`config.mk`:
```
export PLATFORM = sky130hd
export DESIGN_NAME = fp32_multiplier
export DESIGN_NICKNAME = d
export VERILOG_FILES = /design/src/rtl/fp32_multiplier.sv
export SDC_FILE = /design/constraint.sdc
export NUM_CORES = 2
export LEC_CHECK = 0
export ABC_CLOCK_PERIOD_IN_PS = 37000
export BUFFER_PORTS_ARGS = -buffer_cell sky130_fd_sc_hd__buf_2
export CORE_MARGIN = 2
export CORE_UTILIZATION = 60
export DETAILED_ROUTE_END_ITERATION = 10
export PLACE_DENSITY_LB_ADDON = 0.1
export SYNTH_ARGS = -nofsm -noshare
export SYNTH_HDL_FRONTEND = slang
export SYNTH_SLANG_ARGS = --single-unit
```
`constraint.sdc`:
```
create_clock -name clk -period 37 [get_ports clk]
set_clock_uncertainty 0.05 [all_clocks]
set_input_delay 7.4 -clock clk [delete_from_list [all_inputs] [get_ports clk]]
set_output_delay 7.4 -clock clk [all_outputs]
set_load 0.005 [all_outputs]
```
`src/rtl/fp32_multiplier.sv`:
```
`default_nettype none
// ============================================================================
//  Module   : fp32_multiplier
//  Purpose  : Registered IEEE-754 binary32 multiplier, round-to-nearest-even.
//             Denormal operands read as zero. Results below min normal are
//             flushed to signed zero. Single-cycle latency.
//  Revision : 1.0 - initial release
// ----------------------------------------------------------------------------
//  Ports
//    clk        in   1   rising-edge clock
//    rst        in   1   synchronous active-high reset
//    in_valid   in   1   a/b valid this cycle
//    a, b       in   32  binary32 operands
//    out_valid  out  1   result/flags valid (one cycle after in_valid)
//    result     out  32  binary32 product
//    invalid    out  1   NaN produced (NaN operand or Inf x 0)
//    overflow   out  1   finite product rounded above max normal -> +/-Inf
//    underflow  out  1   nonzero product below min normal -> +/-0
// ============================================================================
module fp32_multiplier (
    input  logic        clk,
    input  logic        rst,
    input  logic        in_valid,
    input  logic [31:0] a,
    input  logic [31:0] b,
    output logic        out_valid,
    output logic [31:0] result,
    output logic        invalid,
    output logic        overflow,
    output logic        underflow
);

    localparam logic [31:0] c_qnan    = 32'hFFC0_0000;
    localparam logic [7:0]  c_exp_max = 8'hFF;

    // ------------------------------------------------------------------
    // Operand classification
    // ------------------------------------------------------------------
    logic [7:0]  w_ea, w_eb;
    logic [22:0] w_fa, w_fb;
    logic        w_sign;
    logic        w_a_zero, w_a_inf, w_a_nan;
    logic        w_b_zero, w_b_inf, w_b_nan;

    assign w_ea     = a[30:23];
    assign w_eb     = b[30:23];
    assign w_fa     = a[22:0];
    assign w_fb     = b[22:0];
    assign w_sign   = a[31] ^ b[31];

    // exp == 0 is zero whatever the fraction holds (no denormal support)
    assign w_a_zero = (w_ea == 8'd0);
    assign w_b_zero = (w_eb == 8'd0);
    assign w_a_inf  = (w_ea == c_exp_max) && (w_fa == 23'd0);
    assign w_b_inf  = (w_eb == c_exp_max) && (w_fb == 23'd0);
    assign w_a_nan  = (w_ea == c_exp_max) && (w_fa != 23'd0);
    assign w_b_nan  = (w_eb == c_exp_max) && (w_fb != 23'd0);

    // ------------------------------------------------------------------
    // Normal datapath
    // ------------------------------------------------------------------
    logic        [47:0] w_prod;
    logic signed [9:0]  w_exp_sum;
    logic signed [9:0]  w_exp_norm;
    logic signed [9:0]  w_exp_fin;
    logic        [23:0] w_mant;
    logic               w_guard, w_round, w_sticky, w_round_up;
    logic        [24:0] w_mant_rnd;
    logic        [22:0] w_frac_fin;

    assign w_prod    = {1'b1, w_fa} * {1'b1, w_fb};

    // Biased sum spans -125..381, so 10 signed bits cover it with margin
    assign w_exp_sum = $signed({2'b00, w_ea}) + $signed({2'b00, w_eb}) - 10'sd127;

    // Product of two [1,2) mantissas lies in [1,4); bit 47 marks [2,4)
    assign w_exp_norm = w_exp_sum + $signed({9'd0, w_prod[47]});
    assign w_mant     = w_prod[47] ? w_prod[47:24] : w_prod[46:23];
    assign w_guard    = w_prod[47] ? w_prod[23]    : w_prod[22];
    assign w_round    = w_prod[47] ? w_prod[22]    : w_prod[21];
    assign w_sticky   = w_prod[47] ? (|w_prod[21:0]) : (|w_prod[20:0]);

    // Ties (guard set, nothing below) go to the even mantissa
    assign w_round_up = w_guard & (w_round | w_sticky | w_mant[0]);
    assign w_mant_rnd = {1'b0, w_mant} + {24'd0, w_round_up};

    // Rounding carry-out means the mantissa became exactly 2.0
    assign w_exp_fin  = w_exp_norm + $signed({9'd0, w_mant_rnd[24]});
    assign w_frac_fin = w_mant_rnd[24] ? w_mant_rnd[23:1] : w_mant_rnd[22:0];

    // ------------------------------------------------------------------
    // Result selection: specials first, in priority order
    // ------------------------------------------------------------------
    logic [31:0] w_result;
    logic        w_invalid, w_overflow, w_underflow;

    always_comb begin
        w_result    = 32'd0;
        w_invalid   = 1'b0;
        w_overflow  = 1'b0;
        w_underflow = 1'b0;
        if (w_a_nan || w_b_nan) begin
            w_result  = c_qnan;
            w_invalid = 1'b1;
        end else if ((w_a_inf && w_b_zero) || (w_b_inf && w_a_zero)) begin
            w_result  = c_qnan;
            w_invalid = 1'b1;
        end else if (w_a_inf || w_b_inf) begin
            w_result = {w_sign, c_exp_max, 23'd0};
        end else if (w_a_zero || w_b_zero) begin
            w_result = {w_sign, 8'd0, 23'd0};
        end else if (w_exp_fin >= 10'sd255) begin
            w_result   = {w_sign, c_exp_max, 23'd0};
            w_overflow = 1'b1;
        end else if (w_exp_fin <= 10'sd0) begin
            w_result    = {w_sign, 8'd0, 23'd0};
            w_underflow = 1'b1;
        end else begin
            w_result = {w_sign, w_exp_fin[7:0], w_frac_fin};
        end
    end

    // ------------------------------------------------------------------
    // Output register: data/flags load only on in_valid, hold otherwise
    // ------------------------------------------------------------------
    logic        r_out_valid;
    logic [31:0] r_result;
    logic        r_invalid, r_overflow, r_underflow;

    always_ff @(posedge clk) begin
        if (rst) begin
            r_out_valid <= 1'b0;
            r_result    <= 32'd0;
            r_invalid   <= 1'b0;
            r_overflow  <= 1'b0;
            r_underflow <= 1'b0;
        end else begin
            r_out_valid <= in_valid;
            if (in_valid) begin
                r_result    <= w_result;
                r_invalid   <= w_invalid;
                r_overflow  <= w_overflow;
                r_underflow <= w_underflow;
            end
        end
    end

    assign out_valid = r_out_valid;
    assign result    = r_result;
    assign invalid   = r_invalid;
    assign overflow  = r_overflow;
    assign underflow = r_underflow;

endmodule
`default_nettype wire

```
**Word level (Yosys, flattened, before mapping)**

Cells that the tools add are included.
W data, S select, Z words.

- $add $sub $neg: 5
- Multiply operators: 1
- $lt $le $gt $ge: 2
- Eq/ne operators: 2
- Multiplexer cells: 24
- Bitwise operators: 4
- Reduce and logical (&&, ||, !) cells: 18

Operator list:

| operator | count |
|---|---|
| $mux W31 | 4 |
| $mux W32 | 2 |
| $mul A24 B24 Y48 | 1 |
| $logic_not A23 Y1 | 2 |
| $reduce_bool A23 Y1 | 2 |
| $add A24 B1 Y25 | 1 |
| $mux W24 | 1 |
| $mux W23 | 1 |
| $reduce_or A22 Y1 | 1 |
| $reduce_or A21 Y1 | 1 |
| $add A10 B2 Y10 | 2 |
| $eq A8 B8 Y1 const B | 2 |
| $logic_not A8 Y1 | 2 |
| $mux W1 | 16 |
| $ge A10 B9 Y1 const B | 1 |
| $le A10 B1 Y1 const B | 1 |
| $sub A9 B7 Y10 const B | 1 |
| $add A8 B8 Y9 | 1 |
| $logic_and A1 B1 Y1 | 6 |
| $logic_or A1 B1 Y1 | 4 |
| $or A1 B1 Y1 | 2 |
| $and A1 B1 Y1 | 1 |
| $xor A1 B1 Y1 | 1 |

- Flip-flop bits (word level): 36
- Input bits: 67
- Output and inout port bits: 36

**Longest topological paths before layout**

- Depth after elaboration: 15
- Depth in mapped cells: 53
- Depth with buffers taken out: 49

**Worst setup path before layout**

Ideal clock, no wire load.

- Path type: input to register
- From: input port b[12]
- To: register r_result[2] (netlist: result[2])
- Data arrival time: 18.179 ns
- Data required time: 36.871 ns
- Slack: 18.692 ns
- Stages on the path: 50
- Path buffers: 4
- Cells stage by stage: clkbuf_1 > clkbuf_1 > nand2_1 > fa_1 > inv_1 > fa_1 > inv_1 > fa_1 > inv_1 > fa_1 > fa_1 > fa_1 > inv_1 > fa_1 > inv_1 > ha_1 > a21oi_1 > o21ai_0 > [14 not listed] > nand2b_1 > nor2_1 > fa_1 > inv_1 > fa_1 > nor2b_1 > o21ai_0 > a21boi_0 > o21ai_0 > nand2b_1 > a31oi_1 > xor2_1 > o41a_1 > and4b_1 > nand2_1 > nor2_1 > o21ai_2 > o211ai_1

- Longest elaborated chain between the ends: 15
- Elaborated cells between the ends (all ways): 30
- Those cells by class: add/sub (3); mul (1); order compare (2); mux (11); bitwise (3); reduce/logical (10)

RTL lines:

| element | RTL line | text |
|---|---|---|
| start: declaration | 25 | `input logic [31:0] b,` |
| $mul A24 B24 Y48 | 71 | `assign w_prod = {1'b1, w_fa} * {1'b1, w_fb};` |
| $reduce_or A22 Y1 / $reduce_or A21 Y1 (equally long branches) | 81 | `assign w_sticky = w_prod[47] ? (\|w_prod[21:0]) : (\|w_prod[20:0]);` |
| $mux W1 | 81 |  |
| $or A1 B1 Y1 (2 in series) | 84 | `assign w_round_up = w_guard & (w_round \| w_sticky \| w_mant[0]);` |
| $and A1 B1 Y1 | 84 |  |
| $add A24 B1 Y25 | 85 | `assign w_mant_rnd = {1'b0, w_mant} + {24'd0, w_round_up};` |
| $add A10 B2 Y10 | 88 | `assign w_exp_fin = w_exp_norm + $signed({9'd0, w_mant_rnd[24]});` |
| $le A10 B1 Y1 | 115 | `end else if (w_exp_fin <= 10'sd0) begin` |
| $mux W31 | 115 |  |
| $mux W31 | 112 | `end else if (w_exp_fin >= 10'sd255) begin` |
| $mux W31 | 110 | `end else if (w_a_zero \|\| w_b_zero) begin` |
| $mux W31 | 108 | `end else if (w_a_inf \|\| w_b_inf) begin` |
| $mux W32 | 105 | `end else if ((w_a_inf && w_b_zero) \|\| (w_b_inf && w_a_zero)) begin` |
| $mux W32 (*) | 102 | `if (w_a_nan \|\| w_b_nan) begin` |
| end signal: assignment | 140 | `r_result <= w_result;` |
| end: declaration | 127 | `logic [31:0] r_result;` |

Every way passes the cells marked *; elsewhere a longest branch is shown, timed or not.
A chain may end at the register's enable or synchronous reset.

**Worst setup path in the final report**

- From: input port b[8]
- To: register r_result[8] (netlist: result[8])

The elaborated chain is that of the path after synthesis.

==> run_results.csv <==
group,metric,value,unit
synthesis,synth-edff-count,0,
clock_network,clockBufferDepth,2,
sta,tns,0,ns
route,drt-pass1-iter-count,6,
route,met1_length,26400,um
synthesis,synth_cells,2694,
sta,post-route-period-util,53.6,%
final_layout,fillers,3261,
place,port_buffers,102,
final_layout,area_delta_synth_final,3.39,%
critical_path,cp_max_fo,31,
sta,final-hold-violation-count,0,
sta,rsz0062_at_grt,"no",
global_route,grt_max_degree,32,
synthesis,seq_area_frac_synth,3.20,%
clock_network,clkSlewWorstSetupHoldPaths,0.06,ns
route,wire_per_inst,20.7,um
die,ios,103,
critical_path,cpMaxStageDelayCell,"fa_1",
clock_network,root_buffer,"clkbuf_16",
die,chipWidth,198,um
route,drt_iter0_drc,1301,
clock_network,cts.sinks,36,
final_layout,drive_gt1_share,5.34,%
critical_path,critPathKind,"input port to flop",
synthesis,ys.flop_type,"dfxtp_1",
synthesis,synth.top_cell.area_share,43.0,%
global_route,grt_pass1_wl,106000,um
die,fp.dieH,198,um
synthesis,synth-seq-cells,36,
sta,max_freq,50.4,MHz
die,start_util,61.2,%
final_layout,final_nets,3416,
global_route,antenna_found_initial,3,
clock_network,cts_setup_buffers,0,
synthesis,ys_warn_count,0,
critical_path,critPathCaptureType,"flop",
route,final_antenna_net_count,0,
sta,slew_headroom,41.7,%
clock_network,cts_resized,0,
critical_path,crit_family,"adder cells",
sta,worst_pin_slew,0.872,ns
global_route,grtUsageTotal,35.3,%
run,maxCapViolCount,0,
synthesis,synth_area,22500,um^2
critical_path,crit_top_cell,"fa_1",
route,met3_length,6840,um
final_layout,seq_area,721,um^2
clock_network,ctsHoldBuffers,0,
synthesis,yosys-top-cells-area,"fa_1 (43%), ha_1 (10%), inv_1 (10%)",
final_layout,multi_input_area,19000,um^2
synthesis,synth_area_leader_cell,"fa_1",
critical_path,critical-path-max-stage-delay,0.56,ns
die,rows,70,
synthesis,yosysUniqueCellTypes,83,
place,gp_congestion,1.01,
synthesis,avgSynthCellArea,8.36,um^2
critical_path,cp_data_arrival_time,19.98,ns
synthesis,async_flop_share,0,%
die,die_area,39100,um^2
route,top_layer,"met5",
global_route,overflow,0,
clock_network,cts_tree,"built",
sta,setup_viol,0,
route,met2_length,29500,um
route,routed-via-count,18400,
global_route,grt_pass1_vias,19200,
route,drc,0,
synthesis,syn_nets,3434,
sta,final_max_slew_viol_count,0,
clock_network,cts_buffers,5,
critical_path,cp.required,37.15,ns
critical_path,critPathBufInv,11,
route,routed_via_density,5.83,
place,hpwl,52100,um
die,core-area,36800,um^2
clock_network,clock_latency,0.28,ns
sta,min_period,19.83,ns
worst_hold_path,hp-class,"flop to flop",
route,drt-total-wl,65300,um
critical_path,startpoint_type,"input port",
status,status,"completed",
clock_network,cts_max_level,2,
sequential cells by signal (all words and copies together), names as in the netlist:
name and count:
out_valid 1, result 32, underflow 1, overflow 1
invalid 1
tightest hold or removal path: cells and delay by family, from the launching register on:
kind / cells / cell delay [ns]
AO/OA/AOI/OAI: 1 / 0.05
flip-flops: 1 / 0.33
AND/OR/NAND/NOR: 1 / 0.05
synthesized netlist by cell type (4+ instances only):
| library cell | count |
|---|---|
| mux2i_1 | 6 |
| nor4_1 | 14 |
| o211ai_1 | 23 |
| a22o_1 | 5 |
| a21o_1 | 17 |
| o31ai_1 | 4 |
| o21ai_0 | 44 |
| o22ai_1 | 5 |
| xor2_1 | 24 |
| and3_1 | 11 |
| a211oi_1 | 5 |
| nand3_1 | 30 |
| o21bai_1 | 4 |
| a21boi_1 | 7 |
| buf_2 | 17 |
| nand2b_1 | 12 |
| nand4_1 | 23 |
| nor2b_1 | 12 |
| a41oi_1 | 5 |
| or3_1 | 6 |
| a21boi_0 | 4 |
| a221oi_1 | 4 |
| fa_1 | 484 |
| a21oi_1 | 88 |
| nor2_1 | 111 |
| o21ai_1 | 8 |
| clkbuf_1 | 108 |
| ha_1 | 189 |
| nor3_1 | 37 |
| or2_2 | 4 |
| inv_1 | 607 |
| or4_1 | 7 |
| a31oi_1 | 7 |
| xnor2_1 | 35 |
| buf_1 | 4 |
| o21a_1 | 12 |
| and2_1 | 247 |
| nand2_1 | 353 |
| and4_1 | 6 |
| dfxtp_1 | 36 |
cells in the final DEF, fill, tap and decap left out, types with 7 or more instances in the layout:
master and n:
nand4_1 23, a21boi_1 7, and3_1 11, nor3_1 37
fa_1 484, a31oi_1 7, o21a_1 12, o211ai_1 23
xnor2_1 35, nand2_1 353, ha_1 189, nand2b_1 12
nor2b_1 12, xor2_1 24, a21oi_1 88, nor4_1 14
dfxtp_1 36, a21o_1 17, nand3_1 30, buf_2 102
o21ai_1 8, inv_1 607, nor2_1 111, or4_1 7
and2_1 247, o21ai_0 44
layer usage:
metal | up-vias | track usage (%)
met3 | 149 | 9.15
li1 | 8163 | -
met4 | 2 | 11.8
met1 | 9177 | 47.8
met2 | 862 | 55.4
met5 | - | 0
final cells by class:
class	count	share of cell area, %
multi-input cells	1917	81.6
inverters	612	9.86
flip-flops and latches	36	3.09
well taps	468	2.51
repair buffers	104	2.26
clock buffers	7	0.655
diodes	2	0.0215
path summary, 6_finish.rpt:
path,start,endpoint,slack [ns],depth (start not counted)
max,b[8],result[8]$_SDFFE_PP0P_,17.17,50
min,result[5]$_SDFFE_PP0P_,result[5]$_SDFFE_PP0P_,0.41,2
max reg2reg,result[14]$_SDFFE_PP0P_,result[14]$_SDFFE_PP0P_,36.06,3
min reg2reg,result[5]$_SDFFE_PP0P_,result[5]$_SDFFE_PP0P_,0.41,2
per-stage QoR:
step	hold slack (ns)	utilization, %	worst slack, ns	area [um^2]	std cells
3_3_place_gp	0.386	62.9	17.34	23100	3137
5_1_grt	0.440	63.3	16.18	23300	3145
6_report	0.408	63.3	17.17	23300	3146
4_1_cts	0.412	63.3	17.26	23300	3144
3_5_place_dp	0.397	62.9	17.05	23100	3137
2_1_floorplan	0.395	-	18.69	22500	2694
logic make-up after synthesis:
group / count (synthesis) / synth area share [%]
buffers and inverters: 741 / 12.4
DFF: 36 / 3.20
and+or+nand+nor: 891 / 19.7
AOI/OAI and AO/OA: 284 / 8.41
adders and majority gates: 673 / 53.5
xor gates and xnor gates: 60 / 2.37
muxes: 9 / 0.417
Power is left out: the tool's default activity adds up to more than one toggle a clock period on the data nets, which glitch-free logic cannot reach.
